==> src/rtl/instr_fetch_unit.sv <==
// Instruction fetch stage: owns the PC, reads instruction memory combinationally and
// holds one fetched word in a buffer handed to decode over a valid/ready handshake.
module instr_fetch_unit #(
    parameter int unsigned       ADDR_W     = 8,
    parameter logic [ADDR_W-1:0] RESET_PC   = {ADDR_W{1'b0}},
    parameter logic [5:0]        OP_J       = 6'b000010,
    parameter logic [5:0]        OP_SYSCALL = 6'b001100
) (
    input  logic              clk,
    input  logic              rst_n,
    output logic [ADDR_W-1:0] imem_addr,
    input  logic [31:0]       imem_data,
    input  logic              redirect_valid,
    input  logic [ADDR_W-1:0] redirect_pc,
    input  logic              inst_ready,
    output logic              inst_valid,
    output logic [31:0]       inst,
    output logic [ADDR_W-1:0] inst_pc,
    output logic [ADDR_W-1:0] pc_plus4,
    output logic              halted
);

    localparam logic [ADDR_W-1:0] PC_STEP    = ADDR_W'(3'd4);
    localparam logic [ADDR_W-1:0] ALIGN_MASK = ADDR_W'(2'b11);

    logic [ADDR_W-1:0] pc_r;
    logic [ADDR_W-1:0] pc_next_s;
    logic              inst_valid_r;
    logic              inst_valid_next_s;
    logic [31:0]       inst_r;
    logic [31:0]       inst_next_s;
    logic [ADDR_W-1:0] inst_pc_r;
    logic [ADDR_W-1:0] inst_pc_next_s;
    logic              halted_r;
    logic              halted_next_s;
    logic              load_s;
    logic              accept_s;
    logic [5:0]        opcode_s;

    // Jump target is a word index truncated to the PC width, then scaled to bytes.
    function automatic logic [ADDR_W-1:0] jump_target(input logic [31:0] word);
        return {word[ADDR_W-3:0], 2'b00};
    endfunction

    assign opcode_s = imem_data[31:26];
    assign accept_s = inst_valid_r & inst_ready;
    assign load_s   = ~halted_r & (~inst_valid_r | inst_ready);

    // Next-state selection: redirect beats a new fetch, which beats a plain drain.
    always_comb begin
        pc_next_s         = pc_r;
        inst_valid_next_s = inst_valid_r;
        inst_next_s       = inst_r;
        inst_pc_next_s    = inst_pc_r;
        halted_next_s     = halted_r;
        if (redirect_valid) begin
            pc_next_s         = redirect_pc & ~ALIGN_MASK;
            inst_valid_next_s = 1'b0;
            halted_next_s     = 1'b0;
        end else if (load_s) begin
            inst_next_s       = imem_data;
            inst_pc_next_s    = pc_r;
            inst_valid_next_s = 1'b1;
            case (opcode_s)
                OP_J:       pc_next_s     = jump_target(imem_data);
                OP_SYSCALL: halted_next_s = 1'b1;
                default:    pc_next_s     = pc_r + PC_STEP;
            endcase
        end else if (accept_s) begin
            inst_valid_next_s = 1'b0;
        end else begin
            pc_next_s = pc_r;
        end
    end

    // Fetch state registers.
    always_ff @(posedge clk or negedge rst_n) begin
        if (!rst_n) begin
            pc_r         <= RESET_PC;
            inst_valid_r <= 1'b0;
            inst_r       <= 32'h0000_0000;
            inst_pc_r    <= {ADDR_W{1'b0}};
            halted_r     <= 1'b0;
        end else begin
            pc_r         <= pc_next_s;
            inst_valid_r <= inst_valid_next_s;
            inst_r       <= inst_next_s;
            inst_pc_r    <= inst_pc_next_s;
            halted_r     <= halted_next_s;
        end
    end

    assign imem_addr  = pc_r;
    assign inst_valid = inst_valid_r;
    assign inst       = inst_r;
    assign inst_pc    = inst_pc_r;
    assign halted     = halted_r;
    assign pc_plus4   = inst_pc_r + PC_STEP;

endmodule

==> config.mk <==
export PLATFORM = sky130hd
export DESIGN_NAME = instr_fetch_unit
export DESIGN_NICKNAME = d
export VERILOG_FILES = /design/src/rtl/instr_fetch_unit.sv
export SDC_FILE = /design/constraint.sdc
export NUM_CORES = 1
export LEC_CHECK = 0
export CORE_MARGIN = 4
export CORE_UTILIZATION = 44
export CTS_BUF_LIST = sky130_fd_sc_hd__clkbuf_4 sky130_fd_sc_hd__clkbuf_8 sky130_fd_sc_hd__clkbuf_16
export CTS_CLUSTER_SIZE = 40
export DETAILED_ROUTE_END_ITERATION = 8
export PLACE_DENSITY = 0.85
export SLEW_MARGIN = 20
export SYNTH_ARGS = -nofsm -noshare
export SYNTH_HDL_FRONTEND = slang
export SYNTH_SLANG_ARGS = --single-unit
==> constraint.sdc <==
create_clock -name clk -period 3 [get_ports clk]
set_input_delay 0.6 -clock clk [delete_from_list [all_inputs] [get_ports clk]]
set_output_delay 0.6 -clock clk [all_outputs]
set_load 0.01 [all_outputs]
# Yosys cells after proc, flatten, opt, wreduce, memory -nomap -nowiden
# Index checks and enable logic that the tools add are counted.
[word_totals] regBits=50 latchBits=0 ramBits=0 rom_bits=0 input_bits=44 output_inout_bits=58 word_cells=31 memories=0
[classes] add_sub_neg=2 multipliers=0 n_div=0 magnitude_cmp=0 eq_ne=3 shift=0 muxes=9 bitwise=6 reduce_logical=6
[op_table] op="adder 8 x 3 -> 8 bit, second input constant" count=2
[op_table] op="2-to-1 mux 8 bit" count=2
[op_table] op="one-hot mux 8 bit (2 select lines)" count=1
[op_table] op="== test 6 x 2 -> 1 bit, second input constant" count=1
[op_table] op="== test 6 x 4 -> 1 bit, second input constant" count=1
[op_table] op="2-to-1 mux 1 bit" count=6
[op_table] op="AND reduction 2 bit" count=3
[op_table] op="nonzero test 2 bit" count=2
[op_table] op="NOT 1 bit" count=3
[op_table] op="nonzero test 3 bit" count=1
[op_table] op="bitwise AND 1 bit" count=2
[op_table] op="!= test 2 bit, second input constant" count=1
[op_table] op="bitwise OR 1 bit" count=1

# Depth between registers and ports, before layout
[depth] ltp_word=5 mapped_depth=6 depth_no_buf=5

# Least setup slack after synthesis
# OpenSTA, ideal clock, no wires.
[synth_timing] kind="input -> register" from="input port imem_data[26]" to="register pc_r[2] (netlist: imem_addr[2])" setup_ps=120 arrival_ps=1542 slack_ps=1338 stages=4 path_cell_list="nor3_4 -> a311oi_4 -> or3_1 -> and3_1"
[synth_via] elab_chain_len=4
[synth_lines] element="start, declared" line_no="12" text="input logic [31:0] imem_data,"
[synth_lines] element="== test 6 x 4 -> 1 bit or == test 6 x 2 -> 1 bit (tied branches)" line_no="64" text="case (opcode_s)"
[synth_lines] element="one-hot mux 8 bit (2 select lines)" line_no="64"
[synth_lines] element="2-to-1 mux 8 bit" line_no="60" text="end else if (load_s) begin"
[synth_lines] element="2-to-1 mux 8 bit" line_no="56" text="if (redirect_valid) begin"
[synth_lines] element="end signal, assigned" line_no="85" text="pc_r <= pc_next_s;"
[synth_lines] element="end, declared" line_no="26" text="logic [ADDR_W-1:0] pc_r;"
# Parallel ways exist; a longest one is shown, timed or not. The select of a mux whose other input is x is not followed.
# A chain may end at the register's enable or synchronous reset.

# Worst setup path after layout
[layout_timing] from="register inst_pc_r[2] (netlist: inst_pc[2])" to="output port pc_plus4[6]"
[layout_via] elab_chain_len=1
[layout_lines] element="start, declared" line_no="32" text="logic [ADDR_W-1:0] inst_pc_r;"
[layout_lines] element="start signal, assigned" line_no="82" text="inst_pc_r <= {ADDR_W{1'b0}};"
[layout_lines] element="start signal, assigned" line_no="88" text="inst_pc_r <= inst_pc_next_s;"
[layout_lines] element="adder 8 x 3 -> 8 bit" line_no="98" text="assign pc_plus4 = inst_pc_r + PC_STEP;"
[layout_lines] element="end, declared" line_no="19" text="output logic [ADDR_W-1:0] pc_plus4,"
# No other way between the ends.

==> results.json <==
{
  "status": "finished clean",
  "grt_pass1_wl_mm": 8.14,
  "cts_tree": "built",
  "power.leakage_nw": 1.31,
  "die_y_um": 77.8,
  "pwr-share-clk": 0.288,
  "holdWs_ns": 0.292,
  "reg2reg_from": "inst_valid$_DFFE_PN0P_",
  "fin_tns_setup_ns": 0,
  "ys_types": 41,
  "p_sw_frac": 0.258,
  "max_cap_viol_count": 0,
  "async_reset_ff_frac": 1.00,
  "ys.flop_type": "dfrtp_1",
  "synth_edf_count": 0,
  "clkLatencyLatePin_ns": 0.30,
  "seq_power_share": 0.408,
  "worst_slew_margin_rel": 0.613,
  "drive_gt1_frac": 0.236,
  "tightest_slew_ns": 0.581,
  "grt_usage": 0.171,
  "cts_buffers": 5,
  "routedWlPerCell_um": 15.5,
  "fillers": 356,
  "rows": 25,
  "setup_slack_ns": 0.691,
  "clk_pin_slew_worst_paths_ns": 0.08,
  "ys_warn_count": 0,
  "synth_common_cells": "46 x dfrtp_1, 37 x mux2_2, 7 x buf_4, 7 x nand2_1",
  "finalHoldViolations": 0,
  "synth_seq_cells": 46,
  "htreeDepth": 2,
  "critical_path_class": "reg2out",
  "startpoint": "inst_pc[2]$_DFFE_PN0P_",
  "worstPathMaxFanout": 5,
  "hold_buffers": 0,
  "rsz0062_at_grt": "false",
  "pre_cts_slack_ns": 0.611,
  "min_period_ns": 2.31,
  "synth.avg_cell_area_um2": 13.3,
  "fmax_ghz": 0.433,
  "end_kind": "output port",
  "start_util": 0.454,
  "synthTopCellsByArea": "dfrtp_1 54%, mux2_2 19%, buf_4 2.5%",
  "synth-seq-area-share": 0.537,
  "post-route-util": 0.693,
  "cts_resized": 0,
  "intPower_mw": 1.44,
  "start_kind": "register",
  "grt_overflow": 0,
  "netlist_area_um2": 2140,
  "io_buffers": 93,
  "cp.arrival_ns": 1.71,
  "cp.required_ns": 2.40,
  "antenna_cells": 0,
  "synthToLayoutAreaGrowth_pct": 52.8,
  "grt_max_degree": 47,
  "place.detailed.hpwl_mm": 3.73,
  "clock_skew_ns": 0.00620,
  "layout.nets": 304,
  "cts_sinks": 46,
  "fp.dieW_um": 77.8,
  "power_switching_uw": 501,
  "via_per_inst": 4.94,
  "p_comb_frac": 0.304,
  "wirelength_mm": 5.05,
  "gp_congestion": 0.844,
  "post-synth-top-area-cell": "dfrtp_1",
  "drv_slew": 0,
  "post_dp_cell_area_um2": 3130,
  "cts_root_buf": "clkbuf_8",
  "setup_viol": 0,
  "antenna_found_initial": 0,
  "hp-class": "in2async",
  "post_cts_buffers": 0,
  "powerDensity_nw_per_um2": 593,
  "irDropWorstVdd_mv": 0.353,
  "drc": 0,
  "postLayoutCellArea_um2": 3270,
  "cts_buffer_depth": 2,
  "dr.pass1.iters": 4,
  "fp.coreArea_um2": 4720,
  "fin_crit_sh": 0.770,
  "grt_pass1_vias": 1646,
  "final_antenna_net_count": 0,
  "syn_inst": 161,
  "synth_top_area_frac": 0.537,
  "ios": 102,
  "vias": 1611,
  "drt_iter0_drc": 60,
  "yosysMostFrequentCell": "dfrtp_1",
  "die-area_um2": 6050
}
path summary, 6_finish.rpt:
kind                                     endpoint  slack [ns]  cells past startpoint
setup / recovery                      pc_plus4[6]        0.69                      4
hold / removal                inst[3]$_DFFE_PN0P_        0.29                      1
setup reg to reg             inst[19]$_DFFE_PN0P_        1.44                      4
hold reg to reg              inst[14]$_DFFE_PN0P_        0.51                      1
max in group asynchronous  inst_pc[4]$_DFFE_PN0P_        2.31                      1
min in group clk             inst[14]$_DFFE_PN0P_        0.51                      1
sequential cells by signal, summed over array words and instances (netlist names):
name        flops
inst           32
imem_addr       6
inst_pc         6
halted          1
inst_valid      1
critical path, stage by stage, from the launching register on:
cell	delay, ns
dfrtp_1	0.42
ha_1	0.24
nand3_1	0.10
xnor2_1	0.11
clkdlybuf4s50_1	0.55
layer usage:
| layer | share of wire | wire length (µm) | global-route usage | up-vias |
|---|---|---|---|---|
| met1 | 0.39 | 1990 | 0.205 | 776 |
| met5 | 0 | 0 | 0 | - |
| li1 | - | - | - | 766 |
| met3 | 0.081 | 410 | 0.0580 | 7 |
| met2 | 0.51 | 2590 | 0.290 | 62 |
| met4 | 0.012 | 61 | 0.0534 | 0 |
power by group through the flow:
stage	combinational (mW)	sequential, mW	clock (mW)
floorplan	0.209	0.838	0
global placement	0.586	0.798	0
detailed placement	0.596	0.803	0
CTS	0.598	0.791	0.576
global route	0.631	0.808	0.600
finish	0.589	0.791	0.559
cell usage in the layout, fill, tap and decap left out, types with 2 or more instances in the layout:
master / Yosys / layout
a31oi_2: 2 / 2
nand2_1: 7 / 7
ha_1: 2 / 2
a41oi_1: 2 / 2
conb_1: 1 / 6
inv_1: 3 / 3
o211ai_1: 3 / 3
mux2_2: 37 / 37
nand3_1: 5 / 5
nor3_1: 5 / 5
xnor2_1: 5 / 5
clkbuf_8: 0 / 6
nand3b_1: 4 / 4
buf_4: 7 / 4
and3_1: 2 / 2
xor2_1: 2 / 2
bufinv_16: 0 / 2
clkdlybuf4s50_1: 0 / 92
dfrtp_1: 46 / 46
nor2_1: 2 / 2
nor3_4: 1 / 2
layout make-up:
| class | instances | area [µm²] | area share |
|---|---|---|---|
| Sequential cell | 46 | 1150 | 0.352 |
| Timing Repair Buffer | 96 | 951 | 0.291 |
| Multi-Input combinational cell | 105 | 930 | 0.284 |
| Tap cell | 67 | 83.8 | 0.0256 |
| Clock buffer | 6 | 82.6 | 0.0252 |
| Clock inverter | 2 | 60.1 | 0.0183 |
| Inverter | 4 | 15.0 | 0.00459 |
stage by stage:
step,instances,power [mW]
4_1_cts,326,1.97
2_1_floorplan,166,1.05
6_report,326,1.94
3_5_place_dp,318,1.40
3_3_place_gp,318,1.38
5_1_grt,326,2.04
cells by family after synthesis:
kind of cell / synth area share
other: 0.00175
and+or+nand+nor: 0.104
buffers and inverters: 0.0403
AOI/OAI and AO/OA: 0.0771
muxes: 0.199
adders and majority gates: 0.0117
DFF: 0.537
xor gates and xnor gates: 0.0286
No activity file was read; power rests on OpenSTA's default activity.
==> edit, RTL diff (same flow settings) <==
Change the parameter `ADDR_W` from 8 to 7.
--- a/src/rtl/instr_fetch_unit.sv
+++ b/src/rtl/instr_fetch_unit.sv
@@ -1,7 +1,7 @@
 // Instruction fetch stage: owns the PC, reads instruction memory combinationally and
 // holds one fetched word in a buffer handed to decode over a valid/ready handshake.
 module instr_fetch_unit #(
-    parameter int unsigned       ADDR_W     = 8,
+    parameter int unsigned       ADDR_W     = 7,
     parameter logic [ADDR_W-1:0] RESET_PC   = {ADDR_W{1'b0}},
     parameter logic [5:0]        OP_J       = 6'b000010,
     parameter logic [5:0]        OP_SYSCALL = 6'b001100
Interface: changed (resized imem_addr, inst_pc, pc_plus4 and redirect_pc); port bits go from 102 to 98. The function was not compared with the original's and may differ.
==> edit against the original RTL <==
Synthesized area down 7.4%; global-route usage down 1.1 points; synthesized cell count down 8.7%; sequential cell count down 2; core utilization down 0.82 points; worst setup slack better by 0.012 ns; register-to-register slack worse by 0.04 ns; die area down 6.6%; power down 16%; final area down 8.9%; critical path type unchanged; routed wire length down 12%; sequential power down 5.7%.
==> edit: results (changes against the original RTL) <==
Max clock buf depth: 2 (unchanged)
Post-synthesis compound-gate area fraction: 0.0549 (-0.0222)
Ranking of synthesized cells by area: dfrtp_1, mux2_2, buf_4, xnor2_1, a311oi_4
Detailed Route Iter0 Violations: 60 (unchanged)
Share of total power in sequential cells: 0.456 (+0.048)
Outcome: finished, final reports clean
Worst setup slack for register-to-register paths: 1.40 ns (-0.04 ns)
Largest register FFs: 32 (unchanged)
Maximum fanout encountered on the critical timing path: 4 (-1)
Insertion delay to the later sink of the worst-skew pair: 0.28 ns (-0.02 ns)
Pin slew with the least headroom to its limit: 0.559 ns (-0.0222 ns)
Part of the total power dissipated in combinational logic: 0.326 (+0.022)
Endpoint of the most critical register-to-register path: inst[16]$_DFFE_PN0P_
Reg2Reg Launch Point: inst_valid$_DFFE_PN0P_
First-pass GRT wire length: 6.87 mm (-16%)
Met2 track demand over resource in global routing: 0.278 (-0.0127)
Number of antenna diodes: 0 (unchanged)
HPWL after detailed placement: 3.33 mm (-11%)
Routed wirelength normalized by instance count: 15.3 um (-1.1%)
Pin count of the biggest net entering global routing: 45 (-4.3%)
Post-synthesis share of cell area spent on full adders, half adders and majority gates: 0.0126 (+0.000928)
Number of global-route vias before repair: 1503 (-8.7%)
RePlAce Congestion: 0.727 (-14%)
IO buf count: 89 (-4.3%)
Highest signal layer in the routed design: met4
Data arrival time of the worst path: 1.70 ns
Met1 track demand over resource: 0.183 (-0.0218)
Sw Share: 0.275 (+0.0167)
Final clock skew: 0.00419 ns (-0.00202 ns)
Sequential cell area fraction in the yosys report: 0.555 (+0.0175)
Antenna violations before repair: 0 (unchanged)
Filler cells: 349 (-2.0%)
Routed metal-1 wire length: 1.74 mm (-13%)
Setup crit end: pc_plus4[6]
Peak supply drop: 299 uV (-15%)
Detailed Route WL: 4.46 mm (-12%)
R2R depth: 4 (unchanged)
Static leakage: 1.22 nW (-7.0%)
Cts bufs inserted: 5 (unchanged)
Number of setup buffers added after CTS: 0 (unchanged)
Number of vias per cell after detailed routing: 5.03 (+1.9%)
Most frequent cells after synthesis: dfrtp_1, mux2_2, buf_4, nand2_1
Total length of routed met2 wires: 2.21 mm (-15%)
Async set-or-reset flop fraction in the synthesized netlist: 1.00 (unchanged)
Psw: 0.450 mW (-10%)
Total of warnings raised by yosys: 0 (unchanged)
Instance count after placement with tap cells included: 284 (-11%)
Mean post-synth cell area: 13.5 um^2 (+1.5%)
Startpoint of the most critical setup path: inst_pc[2]$_DFFE_PN0P_
Post-synthesis mux area share: 0.209 (+0.0101)
Post-synthesis cell type count: 35 (-15%)
Met3 track demand over resource in global routing: 0.0681 (+0.0101)
Share of cells above drive strength 1: 0.226 (-0.00958)
Total number of H-tree levels: 2 (unchanged)
Type of the most critical hold path: input pin to async pin
Routed length on met3: 471 um (+15%)
Total track usage: 0.160 (-0.0112)
Commonest register cell after synthesis: dfrtp_1
Standard cell area after detailed placement: 0.00290 mm^2 (-7.4%)
Share of the synthesized netlist area taken by xor and xnor gates: 0.0265 (-0.00214)
==> edit: layout make-up <==
| type | count | area, um^2 | area share |
|---|---|---|---|
| flip-flops and latches | 44 | 1100 | 0.369 |
| repair buffers | 91 | 903 | 0.303 |
| multi-input cells | 93 | 816 | 0.274 |
| clock buffers | 6 | 76.3 | 0.0256 |
| well taps | 52 | 65.1 | 0.0218 |
| inverters | 4 | 15.0 | 0.00504 |
| clock inverters | 1 | 5.00 | 0.00168 |
==> edit: stage by stage <==
stage / setup slack (ns) / hold slack (ns)
after CTS: 0.676 / 0.507
final: 0.703 / 0.285
after floorplan: 1.37 / 0.304
after global placement: 0.741 / 0.488
after global routing: 0.624 / 0.340
after detailed placement: 0.704 / 0.495
==> edit: critical path, stage by stage, from the launching register on <==
cell	delay [ns]
dfrtp_1	0.42
ha_1	0.23
nand3_1	0.10
xnor2_1	0.11
clkdlybuf4s50_1	0.55
